===== config.mk =====
export PLATFORM = sky130hd
export DESIGN_NAME = multi_channel_copy_engine
export DESIGN_NICKNAME = d
export VERILOG_FILES = /design/src/rtl/multi_channel_copy_engine.sv
export SDC_FILE = /design/constraint.sdc
export NUM_CORES = 1
export LEC_CHECK = 0
export BUFFER_PORTS_ARGS = -buffer_cell sky130_fd_sc_hd__buf_2
export CAP_MARGIN = 20
export CORE_MARGIN = 3
export CORE_UTILIZATION = 45
export CTS_BUF_LIST = sky130_fd_sc_hd__clkbuf_4 sky130_fd_sc_hd__clkbuf_8
export DETAILED_ROUTE_END_ITERATION = 10
export PLACE_DENSITY_LB_ADDON = 0.3
export SLEW_MARGIN = 25
export SYNTH_ARGS = -nofsm -noshare
export SYNTH_HDL_FRONTEND = slang
export SYNTH_SLANG_ARGS = --single-unit

===== constraint.sdc =====
create_clock -name clock -period 5.75 [get_ports clock]
set_input_delay 0.575 -clock clock [delete_from_list [all_inputs] [get_ports clock]]
set_output_delay 0.575 -clock clock [all_outputs]
set_load 0.005 [all_outputs]

===== src/rtl/multi_channel_copy_engine.sv =====
// multi_channel_copy_engine: register-programmed memory-to-memory word copier with
// round-robin per-word arbitration between channels and one outstanding request.
// Revision: 1.0
`default_nettype none

module multi_channel_copy_engine #(
  parameter int ChannelCount = 2,
  parameter int AddrWidth    = 32,
  parameter int DataWidth    = 32,
  parameter int LenWidth     = 16
) (
  input  logic                    clock,
  input  logic                    reset,
  input  logic                    reg_valid,
  output logic                    reg_ready,
  input  logic                    reg_write,
  input  logic [AddrWidth-1:0]    reg_addr,
  input  logic [31:0]             reg_wdata,
  output logic                    reg_rvalid,
  output logic [31:0]             reg_rdata,
  output logic                    mem_req_valid,
  input  logic                    mem_req_ready,
  output logic                    mem_req_write,
  output logic [AddrWidth-1:0]    mem_req_addr,
  output logic [DataWidth-1:0]    mem_req_wdata,
  input  logic                    mem_rsp_valid,
  input  logic [DataWidth-1:0]    mem_rsp_rdata,
  input  logic                    mem_rsp_error,
  output logic [ChannelCount-1:0] irq
);

  localparam int ChIdxW = (ChannelCount > 1) ? $clog2(ChannelCount) : 1;
  localparam logic [AddrWidth-1:0] STEP = AddrWidth'(DataWidth / 8);

  localparam logic [2:0] S_IDLE    = 3'd0;
  localparam logic [2:0] S_ARB     = 3'd1;
  localparam logic [2:0] S_RD_REQ  = 3'd2;
  localparam logic [2:0] S_RD_WAIT = 3'd3;
  localparam logic [2:0] S_WR_REQ  = 3'd4;
  localparam logic [2:0] S_WR_WAIT = 3'd5;

  logic [2:0]              state, state_nxt;
  logic [AddrWidth-1:0]    src [ChannelCount];
  logic [AddrWidth-1:0]    dst [ChannelCount];
  logic [LenWidth-1:0]     len [ChannelCount];
  logic [AddrWidth-1:0]    wsrc [ChannelCount];
  logic [AddrWidth-1:0]    wdst [ChannelCount];
  logic [LenWidth-1:0]     remaining [ChannelCount];
  logic [ChannelCount-1:0] busy, done, error;
  logic [ChIdxW-1:0]       cur, rr_ptr, grant;
  logic                    grant_found;
  logic [DataWidth-1:0]    data_q;
  logic                    rvalid_q;
  logic [31:0]             rdata_q, read_val;

  // Register decode: channel in bits [6:4], register in bits [3:2], word aligned.
  logic [2:0] sel_ch;
  logic [1:0] sel_reg;
  logic       mapped, reg_accept, wr_acc, rd_acc;

  assign sel_ch     = reg_addr[6:4];
  assign sel_reg    = reg_addr[3:2];
  assign mapped     = (reg_addr[AddrWidth-1:7] == '0) && (reg_addr[1:0] == 2'b00) &&
                      (int'(sel_ch) < ChannelCount);
  assign reg_accept = reg_valid && reg_ready;
  assign wr_acc     = reg_accept && reg_write && mapped;
  assign rd_acc     = reg_accept && !reg_write;

  logic                    rd_ok, wr_ok, abort, last_word, others_busy;
  logic [ChannelCount-1:0] cur_onehot;

  assign rd_ok       = (state == S_RD_WAIT) && mem_rsp_valid && !mem_rsp_error;
  assign wr_ok       = (state == S_WR_WAIT) && mem_rsp_valid && !mem_rsp_error;
  assign abort       = ((state == S_RD_WAIT) || (state == S_WR_WAIT)) && mem_rsp_valid && mem_rsp_error;
  assign last_word   = wr_ok && (remaining[cur] == LenWidth'(1));
  assign cur_onehot  = ChannelCount'(1) << cur;
  assign others_busy = |(busy & ~cur_onehot);

  // Round-robin search beginning at rr_ptr (the channel after the last grant).
  always_comb begin
    int idx;
    grant       = rr_ptr;
    grant_found = 1'b0;
    idx         = 0;
    for (int k = 0; k < ChannelCount; k++) begin
      idx = int'(rr_ptr) + k;
      if (idx >= ChannelCount) idx = idx - ChannelCount;
      if (!grant_found && busy[ChIdxW'(idx)]) begin
        grant_found = 1'b1;
        grant       = ChIdxW'(idx);
      end
    end
  end

  always_ff @(posedge clock) begin
    if (reset) state <= S_IDLE;
    else       state <= state_nxt;
  end

  always_comb begin
    state_nxt = state;
    case (state)
      S_IDLE:    if (|busy) state_nxt = S_ARB;
      S_ARB:     state_nxt = grant_found ? S_RD_REQ : S_IDLE;
      S_RD_REQ:  if (mem_req_ready) state_nxt = S_RD_WAIT;
      S_RD_WAIT: begin
        if (mem_rsp_valid) begin
          if (mem_rsp_error) state_nxt = others_busy ? S_ARB : S_IDLE;
          else               state_nxt = S_WR_REQ;
        end
      end
      S_WR_REQ:  if (mem_req_ready) state_nxt = S_WR_WAIT;
      S_WR_WAIT: begin
        if (mem_rsp_valid) begin
          if (mem_rsp_error || last_word) state_nxt = others_busy ? S_ARB : S_IDLE;
          else                            state_nxt = S_ARB;
        end
      end
      default:   state_nxt = S_IDLE;
    endcase
  end

  always_comb begin
    mem_req_valid = 1'b0;
    mem_req_write = 1'b0;
    mem_req_addr  = '0;
    mem_req_wdata = '0;
    if (!reset) begin
      if (state == S_RD_REQ) begin
        mem_req_valid = 1'b1;
        mem_req_addr  = wsrc[cur];
      end else if (state == S_WR_REQ) begin
        mem_req_valid = 1'b1;
        mem_req_write = 1'b1;
        mem_req_addr  = wdst[cur];
        mem_req_wdata = data_q;
      end
    end
  end

  always_comb begin
    read_val = '0;
    for (int n = 0; n < ChannelCount; n++) begin
      if (int'(sel_ch) == n) begin
        case (sel_reg)
          2'd0:    read_val = 32'(src[n]);
          2'd1:    read_val = 32'(dst[n]);
          2'd2:    read_val = 32'(len[n]);
          default: read_val = {29'd0, error[n], done[n], busy[n]};
        endcase
      end
    end
    if (!mapped) read_val = '0;
  end

  // Channel state: software clears are applied before hardware sets so a same-cycle set wins.
  always_ff @(posedge clock) begin
    if (reset) begin
      for (int n = 0; n < ChannelCount; n++) begin
        src[n]       <= '0;
        dst[n]       <= '0;
        len[n]       <= '0;
        wsrc[n]      <= '0;
        wdst[n]      <= '0;
        remaining[n] <= '0;
      end
      busy     <= '0;
      done     <= '0;
      error    <= '0;
      cur      <= '0;
      rr_ptr   <= '0;
      data_q   <= '0;
      rvalid_q <= 1'b0;
      rdata_q  <= '0;
    end else begin
      if ((state == S_ARB) && grant_found) begin
        cur    <= grant;
        rr_ptr <= (int'(grant) == ChannelCount - 1) ? '0 : grant + 1'b1;
      end
      if (rd_ok) data_q <= mem_rsp_rdata;

      for (int n = 0; n < ChannelCount; n++) begin
        if (wr_acc && (int'(sel_ch) == n)) begin
          if (!busy[n]) begin
            case (sel_reg)
              2'd0:    src[n] <= AddrWidth'(reg_wdata);
              2'd1:    dst[n] <= AddrWidth'(reg_wdata);
              2'd2:    len[n] <= LenWidth'(reg_wdata);
              default: ;
            endcase
          end
          if (sel_reg == 2'd3) begin
            if (reg_wdata[1]) done[n]  <= 1'b0;
            if (reg_wdata[2]) error[n] <= 1'b0;
            if (reg_wdata[0] && !busy[n]) begin
              if (len[n] == '0) begin
                done[n] <= 1'b1;
              end else begin
                busy[n]      <= 1'b1;
                wsrc[n]      <= src[n];
                wdst[n]      <= dst[n];
                remaining[n] <= len[n];
              end
            end
          end
        end
        if (int'(cur) == n) begin
          if (abort) begin
            busy[n]  <= 1'b0;
            error[n] <= 1'b1;
            done[n]  <= 1'b1;
          end
          if (wr_ok) begin
            wsrc[n]      <= wsrc[n] + STEP;
            wdst[n]      <= wdst[n] + STEP;
            remaining[n] <= remaining[n] - 1'b1;
            if (last_word) begin
              busy[n] <= 1'b0;
              done[n] <= 1'b1;
            end
          end
        end
      end

      rvalid_q <= rd_acc;
      rdata_q  <= rd_acc ? read_val : '0;
    end
  end

  assign reg_ready  = !reset;
  assign reg_rvalid = rvalid_q && !reset;
  assign reg_rdata  = reset ? '0 : rdata_q;
  assign irq        = reset ? '0 : done;

endmodule

`default_nettype wire


======== Yosys cells after proc, flatten, opt, wreduce, memory -nomap -nowiden ========
Memory sizes are Yosys's and may differ from the RTL's. A register that Yosys moved wholly into a read port is not among the register bits.
Index checks and enable logic that the tools add are counted.
word-level totals
  RAM bits ................................ 320
  bits of input ports ..................... 103
  memories kept ........................... 6
  register bits ........................... 76
  word-level logic and storage cells ...... 261
operators by class
  reduce and logical (&&, ||, !) cells .... 39
  bitwise logic cells ..................... 22
  $lt $le $gt $ge ......................... 5
  add/sub/neg operators ................... 10
  mux-type cells .......................... 154
  eq/ne operators ......................... 15
  shift operators ......................... 1
memories
  name       depth  width  read ports  clocked after memory_dff  wr ports  RTL line  RTL
  dst        2      32     2           0                         2         44        logic [AddrWidth-1:0] dst [ChannelCount];
  src        2      32     2           0                         2         43        logic [AddrWidth-1:0] src [ChannelCount];
  wdst       2      32     3           1                         2         47        logic [AddrWidth-1:0] wdst [ChannelCount];
  wsrc       2      32     3           1                         2         46        logic [AddrWidth-1:0] wsrc [ChannelCount];
  len        2      16     2           0                         2         45        logic [LenWidth-1:0] len [ChannelCount];
  remaining  2      16     3           1                         2         48        logic [LenWidth-1:0] remaining [ChannelCount];
operator list
  kind                                                count
  two-way mux 32 bit                                  21
  case mux 32 bit (3 select lines)                    2
  adder 32 x 3 -> 32 bit, second input constant       4
  two-way mux 1 bit                                   116
  two-way mux 16 bit                                  6
  zero test 16 bit                                    2
  subtractor 16 x 1 -> 16 bit, second input constant  2
  zero test 25 bit                                    1
  logical AND 1 bit                                   20
  two-way mux 3 bit                                   6
  bitwise OR 1 bit                                    18
  case mux 3 bit (6 select lines)                     1
  == test 16 x 1 -> 1 bit, second input constant      1
  != test 2 bit, second input constant                5
  == test 3 x 2 -> 1 bit, second input constant       3
  == test 3 bit, second input constant                2
  zero test 1 bit                                     6
  zero test 3 bit                                     2
  < comparator 1 x 3 -> 1 bit, second input constant  2
  AND reduction 5 bit                                 1
  == test 2 bit, second input constant                2
  zero test 2 bit                                     2
  two-way mux 2 bit                                   2
  OR reduction 2 bit                                  2
  14 further kinds                                    17

======== Longest topological paths before layout ========
  depth in word-level cells ............... 12
  mapped depth ............................ 9
  depth with buffers taken out ............ 7

======== Worst setup path before layout ========
No wires, ideal clock.
  path type ............................... input -> register
  from .................................... in reset
  to ...................................... mem remaining[1][0] (enable)
  stages on the path ...................... 5
  buffers on the path ..................... 3
  arrival time ............................ 3562 ps
  path slack .............................. 1750 ps
  cells stage by stage .................... clkbuf_1 -> nor4_1 -> buf_6 -> clkbuf_8 -> or3_1
RTL lines
  element             RTL line  RTL
  start: declaration  13        input logic reset,
  end: declaration    48

======== Worst setup path after layout ========
  from .................................... reg state[2]
  to ...................................... out mem_req_addr[2]
between the ends
  word-level cells in the longest chain between the ends .. 4
ends and longest elaborated chain
  element                   RTL line  RTL
  start: declaration        42        logic [2:0] state, state_nxt;
  start signal: assignment  97        else state <= state_nxt;
  == test 3 bit             132       end else if (state == S_WR_REQ) begin
  two-way mux 32 bit        132
  two-way mux 32 bit *      129       if (state == S_RD_REQ) begin
  two-way mux 32 bit *      128       if (!reset) begin
  end: declaration          24        output logic [AddrWidth-1:0] mem_req_addr,
Every way passes the cells marked *; elsewhere a longest branch is shown, timed or not.

==> results.tsv <==
metric	value	unit
grt.total_usage	0.245	
dr_total_vias	15700	
floorplan.initialDensity	0.457	
async_flop_share	0	
r2r-end	wdst[0][4]	
antenna_violating_nets_post_route	0	
synthesis.instances	1796	
cts_tree	built	
cts_num_sinks	397	
timing.max_slew.rel_slack	0.329	
first_pass_iters	7	
grt_first_pass_wirelength	90000	µm
run_status	finished clean	
reg2regPathDepth	4	
leakage	8.57	nW
filler_cell_count	3906	
global_route.overflow_total	0	
crit_share_post_route	0.670	
clkTransAtPathRegs	0.06	ns
numPortBuffers	204	
count_of_endpoints_failing_setup_in_the_final_report	0	
nets	2087	
min-delay-path-class	in2reg	
clock.fmax	0.260	GHz
rsz0062_at_grt	no	
post_synth_and_or_nand_nor_area_fraction	0.178	
synth_compound_gate_area_share	0.111	
layout-drive-gt1-share	0.190	
detailedPlacementHpwl	41000	µm
route.final.wire_length	59500	µm
final.setup_skew	0.0364	ns
cts.path.max_buffers	3	
synth_area_leader_cell	sky130_fd_sc_hd__edfxtp_1	
synth-main-ff-cell	sky130_fd_sc_hd__edfxtp_1	
worst_slew_pin_slew	1.01	ns
mappedNetlistNets	1905	
main_combinational_cell_family_by_area_after_synthesis	simple AND/OR/NAND/NOR gates	
timing_hold_violations_final	0	
synth_enable_flop_cells	320	
synth_area	20300	µm²
post-cts-setup-buffer-count	0	
hold-path-cell-count	3	
htreeDepth	3	
ys_seq_area_frac	0.549	
yosysWarningCount	0	
yosys.area_share.adder	0.00370	
slowest_delay	0.70	ns
grt_start_max_net_pins	77	
post-route-min-period	3.85	ns
layout.cells.most_common	sky130_fd_sc_hd__edfxtp_1	
critPathKind	reg2out	
post_cts_resize_count	0	
postLayoutCoreUtil	0.523	
synth_cell_type_count	62	
cts.hold.buffers_added	0	
floorplan.io_pins	205	
setup.worst_path.start_class	flip-flop	
vdd_drop_max	0.124	mV
floorplan.core_area	44400	µm²
synth.avg_cell_area	11.3	µm²
endpoint_kind	output port	
via_per_inst	5.98	
layoutNonFillerInstCount	2625	
synth.area.mux_share	0.0708	
yosys_register_bits	397	
setup-tns-final	0	ns
worst_r2r_startpoint	state[2]	
drt_drc_violations_left	0	
place.detailed.instances	2499	
cts_buffers	66	
regToRegSetupSlack	2.76	ns
die_area	47700	µm²
netlist_top_cells_area	sky130_fd_sc_hd__edfxtp_1, sky130_fd_sc_hd__dfxtp_1, sky130_fd_sc_hd__mux2i_1	
routed_wire_length_per_instance	22.7	µm
die_h	218	µm
hold_path.startpoint	mem_rsp_rdata[16]	
whs	0.219	ns
worstPathMaxFanout	35	
root_buffer	sky130_fd_sc_hd__clkbuf_8	
timing.critical_path.cells	nand2b_1 -> or3_1 -> buf_4 -> inv_1 -> a22oi_1 -> a21oi_1 -> buf_2	
synth.top_cell.area_share	0.473	
placement_rows	77	
gp_congestion	0.889	
timing.hold.worst_endpoint	data_q[16]	
first_global_vias	15100	
cp_slowest_cell	sky130_fd_sc_hd__inv_1	
timing.max_cap.violations	0	
worstSetupStartpoint	state[2]	
cp_data_required_time	5.18	ns
number_of_antenna_violations_at_the_first_check_in_global_routing	2	
flow.area_growth_from_synthesis	14.5	%
final_cell_mix	sky130_fd_sc_hd__edfxtp_1, sky130_fd_sc_hd__buf_2, sky130_fd_sc_hd__nand2_1, sky130_fd_sc_hd__mux2i_1, sky130_fd_sc_hd__and2_1	
cp.arrival	3.28	ns
clock_insertion_delay_at_the_later_pin_of_the_skew_report	0.61	ns
p_per_area	265	nW/µm²
slew_limit_fails	0	
fp.dieW	218	µm
xor_xnor_share_of_the_synthesized_area	0.0574	
dr.first_iter.drc_count	1741	
==> synthesized netlist by cell type (51+ instances only) <==
master and count:
sky130_fd_sc_hd__nor2_1 85, sky130_fd_sc_hd__clkbuf_1 83, sky130_fd_sc_hd__xor2_1 70, sky130_fd_sc_hd__mux2i_1 129, sky130_fd_sc_hd__edfxtp_1 320, sky130_fd_sc_hd__o22ai_1 52
sky130_fd_sc_hd__nand2_1 174, sky130_fd_sc_hd__a22o_1 101, sky130_fd_sc_hd__dfxtp_1 77, sky130_fd_sc_hd__and2_1 120, sky130_fd_sc_hd__xnor2_1 63, sky130_fd_sc_hd__nor3_1 51
==> state kept, by name (all words and copies together) (netlist names), named ones only <==
signal     cells
src           64
data_q        32
dst           64
rvalid_q       1
wsrc          64
error          2
rr_ptr         1
rdata_q       32
remaining     32
busy           2
len           32
done           2
state          3
wdst          64
cur            1
==> cell families (layout without fill, tap and decap cells) <==
family / count (synthesis) / in the layout
simple gates: 678 / 678
buf+inv: 142 / 377
other cells: 0 / 2
mux: 136 / 136
xor+xnor: 133 / 133
flops: 397 / 397
compound gates: 304 / 304
fa+ha+maj: 6 / 6
==> power by group <==
part | switching [mW] | internal, mW | leakage, nW
logic | 0.184 | 0.115 | 4.06
registers | 0.104 | 3.20 | 3.79
clock network | 1.15 | 1.41 | 0.721
==> through the flow <==
step	setup slack (ns)	cell area [µm²]	power [mW]
2_1_floorplan	1.75	20300	3.49
3_3_place_gp	1.96	21800	3.64
3_5_place_dp	2.05	21800	3.65
4_1_cts	1.93	23200	6.20
5_1_grt	1.66	23200	6.39
6_report	1.90	23200	6.16
==> layer usage <==
metal  global-route usage  vias up  routed length (µm)
met5                    0        -                   0
met3               0.0469      125                4680
li1                     -     7075                   -
met4               0.0841        0                1860
met1                0.339     7772               25500
met2                0.387      727               27400
==> layout make-up <==
class	instances	area (µm²)	share of cell area
timing repair buffer	232	1270	0.0546
tap	592	741	0.0319
antenna	2	5.00	0.000215
inverter	24	90.1	0.00388
multi-input combinational	1257	8630	0.371
clock inverter	14	82.6	0.00355
clock buffer	107	1280	0.0550
sequential	397	11200	0.480
==> how the worst max path moves through the flow <==
| stage | to | slack (ns) |
|---|---|---|
| 6_report | mem_req_addr[2] | 1.90 |
| 5_1_grt | mem_req_addr[2] | 1.66 |
| 4_1_cts | mem_req_addr[2] | 1.93 |
| 3_5_place_dp | wdst[0][6] | 2.05 |
| 3_3_place_gp | wdst[0][14] | 1.96 |
| 2_1_floorplan | remaining[1][0] | 1.75 |
==> critical path, delay by kind of cell (launching register included) <==
kind / cells / cell delay [ns]
buffers and inverters: 3 / 1.17
AND/OR/NAND/NOR: 2 / 0.64
AO/OA/AOI/OAI: 2 / 0.45
flip-flops: 1 / 0.43
(Power assumes the default switching activity.)
